<file path="src/rtl/uart_autobaud_ctrl.sv">
// uart_autobaud_ctrl: measures baud from a 0x55 sync byte, sequences receiver reset/verify, and buffers bytes in a 4-entry FIFO.
module uart_autobaud_ctrl #(
  parameter logic [19:0] DEFAULT_CYCLE = 20'd433,
  parameter logic [19:0] MIN_CYCLE     = 20'd7,
  parameter logic [19:0] MAX_CYCLE     = 20'hFFFFF
) (
  input  logic        clk,
  input  logic        rst_n,
  input  logic        rx_pin,
  output logic        rx_rst_n,
  output logic [19:0] cycle,
  input  logic [7:0]  rx_data,
  input  logic        rx_data_valid,
  output logic        rx_data_ready,
  output logic [7:0]  out_data,
  output logic        out_valid,
  input  logic        out_ready,
  input  logic        relock,
  output logic        locked,
  output logic        err
);
  typedef enum logic [2:0] {HUNT, MEASURE, SETTLE, VERIFY, LOCKED} state_t;
  localparam logic [23:0] TMO = {1'b0, MAX_CYCLE, 3'b000} + 24'd8;
  state_t      state, state_n;
  logic        rx_meta, rxs, rxs_d, fe;
  logic [23:0] cnt, cnt_n;
  logic [1:0]  fe_cnt, fe_n;
  logic [19:0] cycle_n;
  logic        err_n, c_ok, push, pop;
  logic [21:0] c;
  logic [7:0]  mem [4];
  logic [1:0]  wp, rp;
  logic [2:0]  occ;
  assign fe = rxs_d & ~rxs;
  // eight measured periods, rounded, divided by eight, minus one
  assign c = 22'(({1'b0, cnt} + 25'd5) >> 3) - 22'd1;
  assign c_ok = c >= {2'b0, MIN_CYCLE} && c <= {2'b0, MAX_CYCLE};
  assign rx_data_ready = (state == VERIFY) | (state == LOCKED & ~occ[2]);
  assign push = state == LOCKED && state_n == LOCKED && rx_data_valid && rx_data_ready;
  assign pop = out_valid && out_ready;
  assign out_valid = occ != 3'd0;
  assign out_data = mem[rp];
  always_comb begin
    state_n = state;
    cnt_n = cnt + 24'd1;
    fe_n = fe_cnt;
    cycle_n = cycle;
    err_n = 1'b0;
    case (state)
      HUNT: if (fe) begin
        state_n = MEASURE;
        cnt_n = '0;
        fe_n = '0;
      end
      MEASURE: if (fe && fe_cnt == 2'd3) begin
        state_n = c_ok ? SETTLE : HUNT;
        err_n = !c_ok;
        cycle_n = c_ok ? c[19:0] : cycle;
        cnt_n = '0;
      end else if (cnt == TMO) begin
        state_n = HUNT;
        err_n = 1'b1;
      end else fe_n = fe_cnt + {1'b0, fe};
      // cnt holds the run length so far; this clock completes the run
      SETTLE: if (!rxs) cnt_n = '0;
        else if (cnt == {3'b0, cycle, 1'b1}) state_n = VERIFY;
      VERIFY: if (rx_data_valid) begin
        state_n = rx_data == 8'h55 ? LOCKED : HUNT;
        err_n = rx_data != 8'h55;
        cnt_n = '0;
      end
      LOCKED: if (rxs) cnt_n = '0;
        else if (cnt == {cycle, 4'hF}) state_n = HUNT;
      default: state_n = HUNT;
    endcase
    if (relock) begin
      state_n = HUNT;
      err_n = 1'b0;
      cycle_n = cycle;
    end
  end
  always_ff @(posedge clk or negedge rst_n)
    if (!rst_n) begin
      {rx_meta, rxs, rxs_d} <= 3'b111;
      state <= HUNT;
      cnt <= '0;
      fe_cnt <= '0;
      cycle <= DEFAULT_CYCLE;
      err <= 1'b0;
      locked <= 1'b0;
      rx_rst_n <= 1'b0;
    end else begin
      {rxs_d, rxs, rx_meta} <= {rxs, rx_meta, rx_pin};
      state <= state_n;
      cnt <= cnt_n;
      fe_cnt <= fe_n;
      cycle <= cycle_n;
      err <= err_n;
      locked <= state_n == LOCKED;
      rx_rst_n <= state == VERIFY || state == LOCKED;
    end
  always_ff @(posedge clk or negedge rst_n)
    if (!rst_n) begin
      for (int i = 0; i < 4; i++) mem[i] <= '0;
      wp <= '0;
      rp <= '0;
      occ <= '0;
    end else if (state_n != LOCKED) begin
      wp <= '0;
      rp <= '0;
      occ <= '0;
    end else begin
      if (push) begin
        mem[wp] <= rx_data;
        wp <= wp + 2'd1;
      end
      if (pop) rp <= rp + 2'd1;
      occ <= occ + {2'b0, push} - {2'b0, pop};
    end
endmodule

</file>
<file path="config.mk">
export PLATFORM = sky130hd
export DESIGN_NAME = uart_autobaud_ctrl
export DESIGN_NICKNAME = d
export VERILOG_FILES = /design/src/rtl/uart_autobaud_ctrl.sv
export SDC_FILE = /design/constraint.sdc
export NUM_CORES = 1
export LEC_CHECK = 0
export ABC_AREA = 1
export BUFFER_PORTS_ARGS = -buffer_cell sky130_fd_sc_hd__clkbuf_2
export CORE_MARGIN = 8
export CORE_UTILIZATION = 65
export DETAILED_ROUTE_END_ITERATION = 16
export PLACE_DENSITY_LB_ADDON = 0.2
export SYNTH_ARGS = -nofsm -noshare
export SYNTH_HDL_FRONTEND = slang
export SYNTH_SLANG_ARGS = --single-unit
</file>
<file path="constraint.sdc">
create_clock -name clk -period 8.68 [get_ports clk]
set_clock_uncertainty 0.15 [all_clocks]
set_input_delay 1.736 -clock clk [delete_from_list [all_inputs] [get_ports clk]]
set_output_delay 1.736 -clock clk [all_outputs]
set_load 0.03 [all_outputs]
</file>
==> summary.md, run 1 <==
| Metric | Value |
|---|---|
| Outcome | `finished, final reports clean` |
| Mux contribution to synthesized area | `0` |
| Vias | `around 6,400` |
| Syn Area/Cell | `~7.0 µm²` |
| Vias per cell | `about 5.8` |
| Largest family of logic cells by synthesized area | `simple AND/OR/NAND/NOR gates` |
| Critical path capture point type | `primary output` |
| Largest net degree at the start of global routing | `64` |
| Layout cells sized above 1 | `0.1294` |
| Sw Ratio | `0.3735` |
| Final Setup Violations | `0` |
| CTS Buf Count | `9` |
| H-tree Lvls | `3` |
| Power after layout | `1192 µW` |
| Drt first pass iters | `6` |
| Ys async rst share | `1.000` |
| Global-route wire length before repair | `30.71 mm` |
| Post-route ant nets | `0` |
| TNS Setup | `0 ns` |
| Clock-pin slew on the worst setup and hold paths | `roughly 0.09 ns` |
| Die Wd | `roughly 120 µm` |
| # rows | `36` |
| # diodes | `0` |
| Static Leak | `0.003772 µW` |
| GR Overflow Total | `0` |
| F_max | `roughly 240 MHz` |
| CTS Hold Buffers Added | `0` |
| Starting DRC count in detailed routing | `about 800` |
| Synth-to-layout area growth | `7.763%` |
| Post-Route WL | `roughly 19 mm` |
| CP Launch Type | `flop` |
| Nets | `around 1,000` |
| RSZ-0062 raised after global routing | `false` |
| Seq/Total Area, Yosys | `0.3619` |
| Synth Instances | `934` |
| Max Buffers Root-to-Sink | `2` |
| Clock network fraction of total power | `0.285` |
| Register share of total power | `0.387` |
| Final worst hold slack | `around 0.2 ns` |
| Root buffer cell | `clkbuf_8` |
| Worst Max-Slew Pin Slew | `between 0.7 and 0.8 ns` |
| Psw | `around 450 µW` |
| Comb pwr share | `0.329` |
| Yosys warns | `0` |
| DIE AREA | `13,500 µm²` |
| Crit path DAT | `between 2 and 2.5 ns` |
| Post-Synth Simple-Gate Area | `0.4073` |
| # IOs | `47` |
| CP Class | `reg -> out` |
| Hold Crit Class | `reg -> reg` |
| # Max-Cap Violations | `0` |
| Port buffer count | `between 40 and 50` |
| Post-CTS sizing | `0` |
| WL/cell | `~17 µm` |
| Clock sinks | `94` |
| Post-DP HPWL | `around 14 mm` |
| GR met3 Demand/Resource | `0.07601` |
| Main synth FF type | `dfrtp_1` |
| Synthesized cell area | `6528 µm²` |
| Post-route setup slack | `about 4.6 ns` |
| Hold Fails Final Rpt | `0` |
| Final core utilization | `0.7197` |
| Fin crit share | `0.4747` |
| Post-place setup slack | `~4.5 ns` |
| Yosys top cell area share | `0.3297` |
| Synth area leaders | `dfrtp_1, nand2_1, nor2_1, nand3_1, inv_1` |
| Die height | `around 120 µm` |
| Core Area | `slightly below 10,000 µm²` |
| GR Layer Usage met2 | `0.4351` |
| #FFs+latches synth | `94` |
| Crit-path max FO | `18` |
| Syn_nets | `approximately 960` |
| Synth cell types | `48` |
| CTS tree | `built` |
| Post-synthesis xor/xnor area fraction | `0.05750` |
| GRT met1 Usage | `0.4033` |
| Skew-Pair Late Insertion Delay | `about 0.39 ns` |
| CP max-delay cell | `dfrtp_1` |
| Drt drc | `0` |
| Busiest layer in global routing | `met2` |
| Gr usage total | `0.2943` |
| Antenna violations before repair | `0` |
| Filler cell count | `around 840` |
| Vias in the first global route | `approximately 6,100` |
| Compound-Gate Fraction of Synth Area | `0.07571` |
| CP Data Required Time | `6.79 ns` |
| Initial Util | `0.6678` |
| Worst slew margin | `0.4881` |
| Setup Buffers After CTS | `0` |
| Internal power | `roughly 750 µW` |
| Max rail drop VDD | `between 0.1 and 0.15 mV` |
| Tmin final | `4.120 ns` |
| Crit path largest cell delay | `0.76 ns` |
| Post-synth EDFFs | `0` |
| Final GP Congestion | `0.9921` |
| Synthesized-area fraction occupied by adder cells | `0.02224` |
| Largest area contributor in the netlist | `dfrtp_1` |
| Crit path cell chain | `inv_1 > o21ai_0 > o22ai_1 > clkbuf_2` |
| Pwr dens | `between 150 and 200 nW/µm²` |
| Final slew viol count | `0` |
## flip-flops by register name (all words and copies together), names as in the netlist
signal / flops
mem: 32
cnt: 24
cycle: 20
occ: 3
state: 3
fe_cnt: 2
rp: 2
wp: 2
err: 1
locked: 1
rx_meta: 1
rx_rst_n: 1
rxs: 1
rxs_d: 1
## cells in the mapped netlist, drive strengths merged, types with 3 or more instances
cell type  instances
dfstp              8
o21ai             38
o2111ai            4
a221oi             3
nand2            325
nor4               8
nor3              14
nand4             15
nor2             138
xor2              26
dfrtp             86
ha                10
buf               14
xnor2             16
clkbuf            10
nand3             84
o22ai             14
a21oi             13
inv               93
## layout make-up
class	instances	area (µm²)	share of cell area
multi-input cells	723	3676	0.5226
well taps	133	166.4	0.02366
repair buffers	48	247.7	0.03522
inverters	93	349.1	0.04963
flip-flops and latches	94	2362	0.3358
clock buffers	12	155.1	0.02206
clock inverters	4	77.57	0.01103
## logic make-up (layout without fill, tap and decap cells)
| logic type | after synthesis | in the layout |
|---|---|---|
| AO/OA/AOI/OAI | 83 | 83 |
| XOR/XNOR | 42 | 42 |
| adder cells (fa/ha/maj) | 11 | 11 |
| buffers and inverters | 117 | 157 |
| flip-flops | 94 | 94 |
| AND/OR/NAND/NOR | 587 | 587 |
## final timing paths
check	from	end	slack, ns	depth (start not counted)
min in group asynchronous	rst_n	cnt[4]$_DFF_PN0_	1.12	1
setup reg to reg	cnt[0]$_DFF_PN0_	cycle[15]$_DFFE_PN0P_	5.18	17
max in group asynchronous	rst_n	mem[10]$_DFFE_PN0P_	6.13	2
hold / removal	rx_meta$_DFF_PN1_	rxs$_DFF_PN1_	0.20	0
hold reg to reg	rx_meta$_DFF_PN1_	rxs$_DFF_PN1_	0.20	0
setup / recovery	rp[0]$_DFFE_PN0P_	out_data[1]	4.56	4
## metal layers
layer / vias to the layer above / routed length (µm)
li1: 3066 / -
met5: - / 0
met3: 61 / 2199
met2: 345 / 8011
met4: 0 / 576
met1: 2974 / 8073
## critical path, delay by kind of cell (launching register included)
kind	cells	cell delay [ns]
flip-flops	1	0.76
buffers and inverters	2	0.65
AO/OA/AOI/OAI	2	0.43
## power groups by stage
stage / Sequential [µW] / Combinational, µW / Clock [µW]
after floorplan: 465 / 309 / 0
after global placement: 469 / 381 / 0
after detailed placement: 469 / 385 / 0
after CTS: 460 / 389 / 342
after global routing: 462 / 437 / 358
final: 461 / 392 / 339
## through the flow
step,cells,area [µm²]
finish,1107,7034
global route,1107,7034
CTS,1107,7034
detailed placement,1091,6802
global placement,1091,6802
floorplan,934,6528
## cell usage in the layout (no fill, tap or decap), types with 4 or more instances in the layout
master     instances
a21oi_1           13
clkbuf_2          45
nor2_1           116
nor2_4             6
nor3_1            14
inv_2              6
dfrtp_1           86
nor4_1             8
clkbuf_8          11
o21ai_0           35
xor2_1            25
nand4_1           14
nand2_4            7
o22ai_1           14
nand3_2            6
nand2_1          310
o2111ai_1          4
nand2_2            8
xnor2_1           16
inv_1             87
nor2_2            13
dfstp_2            8
nand3_1           76
ha_1              10
No activity file was read; power rests on OpenSTA's default activity.
==> run 2, diff against run 1 <==
ABC_AREA = 0   (was 1)
CORE_UTILIZATION = 61   (was 65)
clock period = 4.2 ns   (was 8.68 ns; I/O delays follow)
==> run 2 against run 1 <==
  * Non-clock buffer count up 29
  * Synthesized cell count decreased by 33%
  * Synthesized area decreased by 3.8%
  * Largest cell class unchanged
  * Combinational power is 140% higher
  * Hold slack improved by 0.0098 ns
  * Global-route usage shrank 6.2 points
  * Total power is 120% higher
  * Setup slack worse by 4.4 ns
  * Sequential share of layout area increased by 0.45 points
  * Clock power up 96%
  * Design area is 1.3% lower
==> summary.md, run 2 <==
| Metric | Value |
|---|---|
| Outcome | `finished, final reports clean` |
| Vias | `4,927 (-24%)` |
| Yosys top cell area share | `0.3427 (+0.01301)` |
| Starting DRC count in detailed routing | `553 (-31%)` |
| Ys async rst share | `1.000 (unchanged)` |
| Max FFs per register | `32 (unchanged)` |
| Layout cells sized above 1 | `0.2637 (+0.1343)` |
| Final GP Congestion | `0.9660 (-2.6%)` |
| # Max-Cap Violations | `0 (unchanged)` |
| # IOs | `47 (unchanged)` |
| CTS Hold Buffers Added | `0 (unchanged)` |
| Gr usage total | `0.2321 (-0.06226)` |
| Hold path startpoint | `rx_meta$_DFF_PN1_` |
| Commonest cells post-synth | `dfrtp_1, nor2_1, xor2_1` |
| Non-Filler Instances | `811 (-27%)` |
| Largest area contributor in the netlist | `dfrtp_1` |
| #FFs+latches synth | `94 (unchanged)` |
| Synth-to-layout area growth | `10.60%` |
| RR Startpoint | `cnt[0]$_DFF_PN0_` |
| Most frequent cells in the layout | `dfrtp_1, nor2_1, xor2_1` |
| Sw Ratio | `0.3605 (-0.01298)` |
| Clock-pin slew on the worst setup and hold paths | `0.09 ns (about the same)` |
| Crit path DAT | `4.14 ns (+1.91 ns)` |
| Synth Instances | `628 (-33%)` |
| DIE AREA | `13,800 µm² (+2.2%)` |
| Hold path depth | `0 (unchanged)` |
| Vias in the first global route | `5,050 (-17%)` |
| CP Launch Type | `flop` |
| TNS Setup | `0 ns (unchanged)` |
| Syn Area/Cell | `10.00 µm² (+43%)` |
| Crit-path max FO | `21 (+3)` |
| Placed cells | `795 (-27%)` |
| Commonest non-fill, non-tap cell in the layout | `dfrtp_1` |
| Post-Route WL | `15.99 mm (-15%)` |
| Design area | `6945 µm² (-1.3%)` |
| Register share of total power | `0.375 (-0.012)` |
| Main synth FF type | `dfrtp_1` |
| Clock sinks | `94 (unchanged)` |
| CP Data Required Time | `4.32 ns (-2.47 ns)` |
| F_max | `between 200 and 250 MHz` |
| Synthesized cell area | `6280 µm² (-3.8%)` |
| Largest Register | `mem` |
| Comb pwr share | `0.368 (+0.039)` |
| CTS Buf Count | `9 (unchanged)` |
| Reg-to-reg setup timing slack | `0.18 ns (-5.00 ns)` |
| Synth area leaders | `dfrtp_1, xor2_1, mux2_2, xnor2_1, nor2_1` |
| Critical path capture point type | `flop` |
| Root buffer cell | `clkbuf_8` |
| Drt drc | `0 (unchanged)` |
| Worst Max-Slew Pin Slew | `0.6806 ns (-0.08725 ns)` |
| Largest regs | `mem: 32 flops, cnt: 24 flops, cycle: 20 flops` |
| Global-route wire length before repair | `26.08 mm (-15%)` |
| Initial Util | `0.6194 (-0.04842)` |
| Vias per cell | `6.075 (+4.3%)` |
| H-tree Lvls | `3 (unchanged)` |
| # diodes | `0 (unchanged)` |
| Drt first pass iters | `5 (-1)` |
| # rows | `37 (+2.8%)` |
| Internal power | `1652 µW (+120%)` |
| Port buffer count | `46 (unchanged)` |
| Die Wd | `117.5 µm (+1.1%)` |
| Seq/Total Area, Yosys | `0.3762 (+0.01428)` |
| RSZ-0062 raised after global routing | `false` |
| Final Setup Violations | `0 (unchanged)` |
| R2R depth | `11 (-6)` |
| Filler cell count | `798 (-5.5%)` |
| Largest net degree at the start of global routing | `39 (-39%)` |
| Reg-to-reg critical path endpoint | `cycle[14]$_DFFE_PN0P_` |
| Final slew viol count | `0 (unchanged)` |
| Worst slew margin | `0.5421 (+0.05398)` |
| Psw | `931.1 µW (+110%)` |
| Nets | `696 (-30%)` |
| Post-route ant nets | `0 (unchanged)` |
| Top-count cell post-synth | `dfrtp_1` |
| GR Overflow Total | `0 (unchanged)` |
| Pwr dens | `371.9 nW/µm² (+120%)` |
| Static Leak | `0.003271 µW (-13%)` |
| Hold endpoint | `rxs$_DFF_PN1_` |
| Clock network fraction of total power | `0.257 (-0.028)` |
| Fin crit share | `0.9564` |
| Max Buffers Root-to-Sink | `2 (unchanged)` |
| Syn_nets | `653 (-32%)` |
| Tmin final | `4.017 ns` |
| Hold Fails Final Rpt | `0 (unchanged)` |
| Placed Area | `6699 µm² (-1.5%)` |
| Hold Crit Class | `reg -> reg` |
| Post-DP HPWL | `12.15 mm (-16%)` |
| Post-synth EDFFs | `0 (unchanged)` |
| Skew-Pair Late Insertion Delay | `0.38 ns (about the same)` |
| Yosys warns | `0 (unchanged)` |
| Die height | `117.5 µm (+1.1%)` |
| Max rail drop VDD | `0.3266 mV (+120%)` |
| CP Class | `reg -> reg` |
| Core Area | `10,140 µm² (+3.7%)` |
| WL/cell | `19.71 µm (+16%)` |
| Antenna violations before repair | `0 (unchanged)` |
| CTS tree | `built` |
| Synth cell types | `73 (+52%)` |
-- run 2: worst max path at each step --
| stage | to | startpoint | cells after the start | slack (ns) |
|---|---|---|---|---|
| after floorplan | cycle[15]$_DFFE_PN0P_ | cnt[0]$_DFF_PN0_ | 13 | 0.43 |
| after global placement | cycle[14]$_DFFE_PN0P_ | cnt[0]$_DFF_PN0_ | 11 | 0.20 |
| after CTS | cycle[14]$_DFFE_PN0P_ | cnt[0]$_DFF_PN0_ | 11 | 0.1 |
| final | cycle[14]$_DFFE_PN0P_ | cnt[0]$_DFF_PN0_ | 11 | 0.18 |
| after global routing | cycle[14]$_DFFE_PN0P_ | cnt[0]$_DFF_PN0_ | 12 | 0.01 |
| after detailed placement | cycle[12]$_DFFE_PN0P_ | cnt[0]$_DFF_PN0_ | 11 | 0.11 |
-- run 2: kinds of logic after synthesis --
logic type,share of synthesized area
muxes,0.1333
and+or+nand+nor,0.1994
AOI/OAI and AO/OA,0.08149
adders and majority gates,0.02311
xor gates and xnor gates,0.1393
DFF,0.3762
buffers and inverters,0.04722
-- run 2: area by class of cell --
type                    count  area [µm²]  area share
inverters                  20       75.07     0.01081
well taps                 136       170.2     0.02450
clock buffers              10       127.6     0.01838
repair buffers             77       478.0     0.06882
flip-flops and latches     94        2364      0.3403
clock inverters             5       83.83     0.01207
multi-input cells         469        3647      0.5251
-- run 2: metal layers --
| layer | vias up | part of all wire | global-route usage | routed length [µm] |
|---|---|---|---|---|
| met5 | - | 0 | 0 | 0 |
| met4 | 0 | 0.023 | 0.08967 | 371 |
| met3 | 35 | 0.045 | 0.04508 | 725 |
| met2 | 143 | 0.50 | 0.3926 | 7973 |
| met1 | 2453 | 0.43 | 0.2865 | 6914 |
| li1 | 2296 | - | - | - |
-- run 2: per-stage QoR --
stage	utilization	power, µW	setup slack [ns]	hold WS, ns
after floorplan	-	1634	0.4343	0.1952
after detailed placement	0.6607	1901	0.1142	0.2009
after CTS	0.6816	2566	0.09682	0.2152
after global placement	0.6607	1891	0.2021	0.1989
final	0.6851	2583	0.1831	0.2125
after global routing	0.6851	2703	0.01469	0.2194
-- run 2: worst max-delay path, cell delays in order (launching register included) --
cell and delay [ns]:
dfrtp_1 0.47, ha_4 0.24, o2111ai_4 0.37, nand2_1 0.12, o32ai_2 0.35, nand3_1 0.24
or3_4 0.41, or4_4 0.50, a2111oi_4 0.46, nor4_4 0.09, buf_12 0.18, mux2_1 0.31
-- run 2: power by group through the flow --
stage / combinational, µW / clock [µW] / sequential (µW)
global route: 1020 / 709 / 971
detailed placement: 923 / 0 / 978
finish: 950 / 665 / 969
global placement: 915 / 0 / 977
floorplan: 670 / 0 / 964
CTS: 926 / 679 / 961
-- run 2: timing repair --
action,CTS,global route
setup endpoints to repair,0,21
resized for setup,0,5
setup buffers,0,1
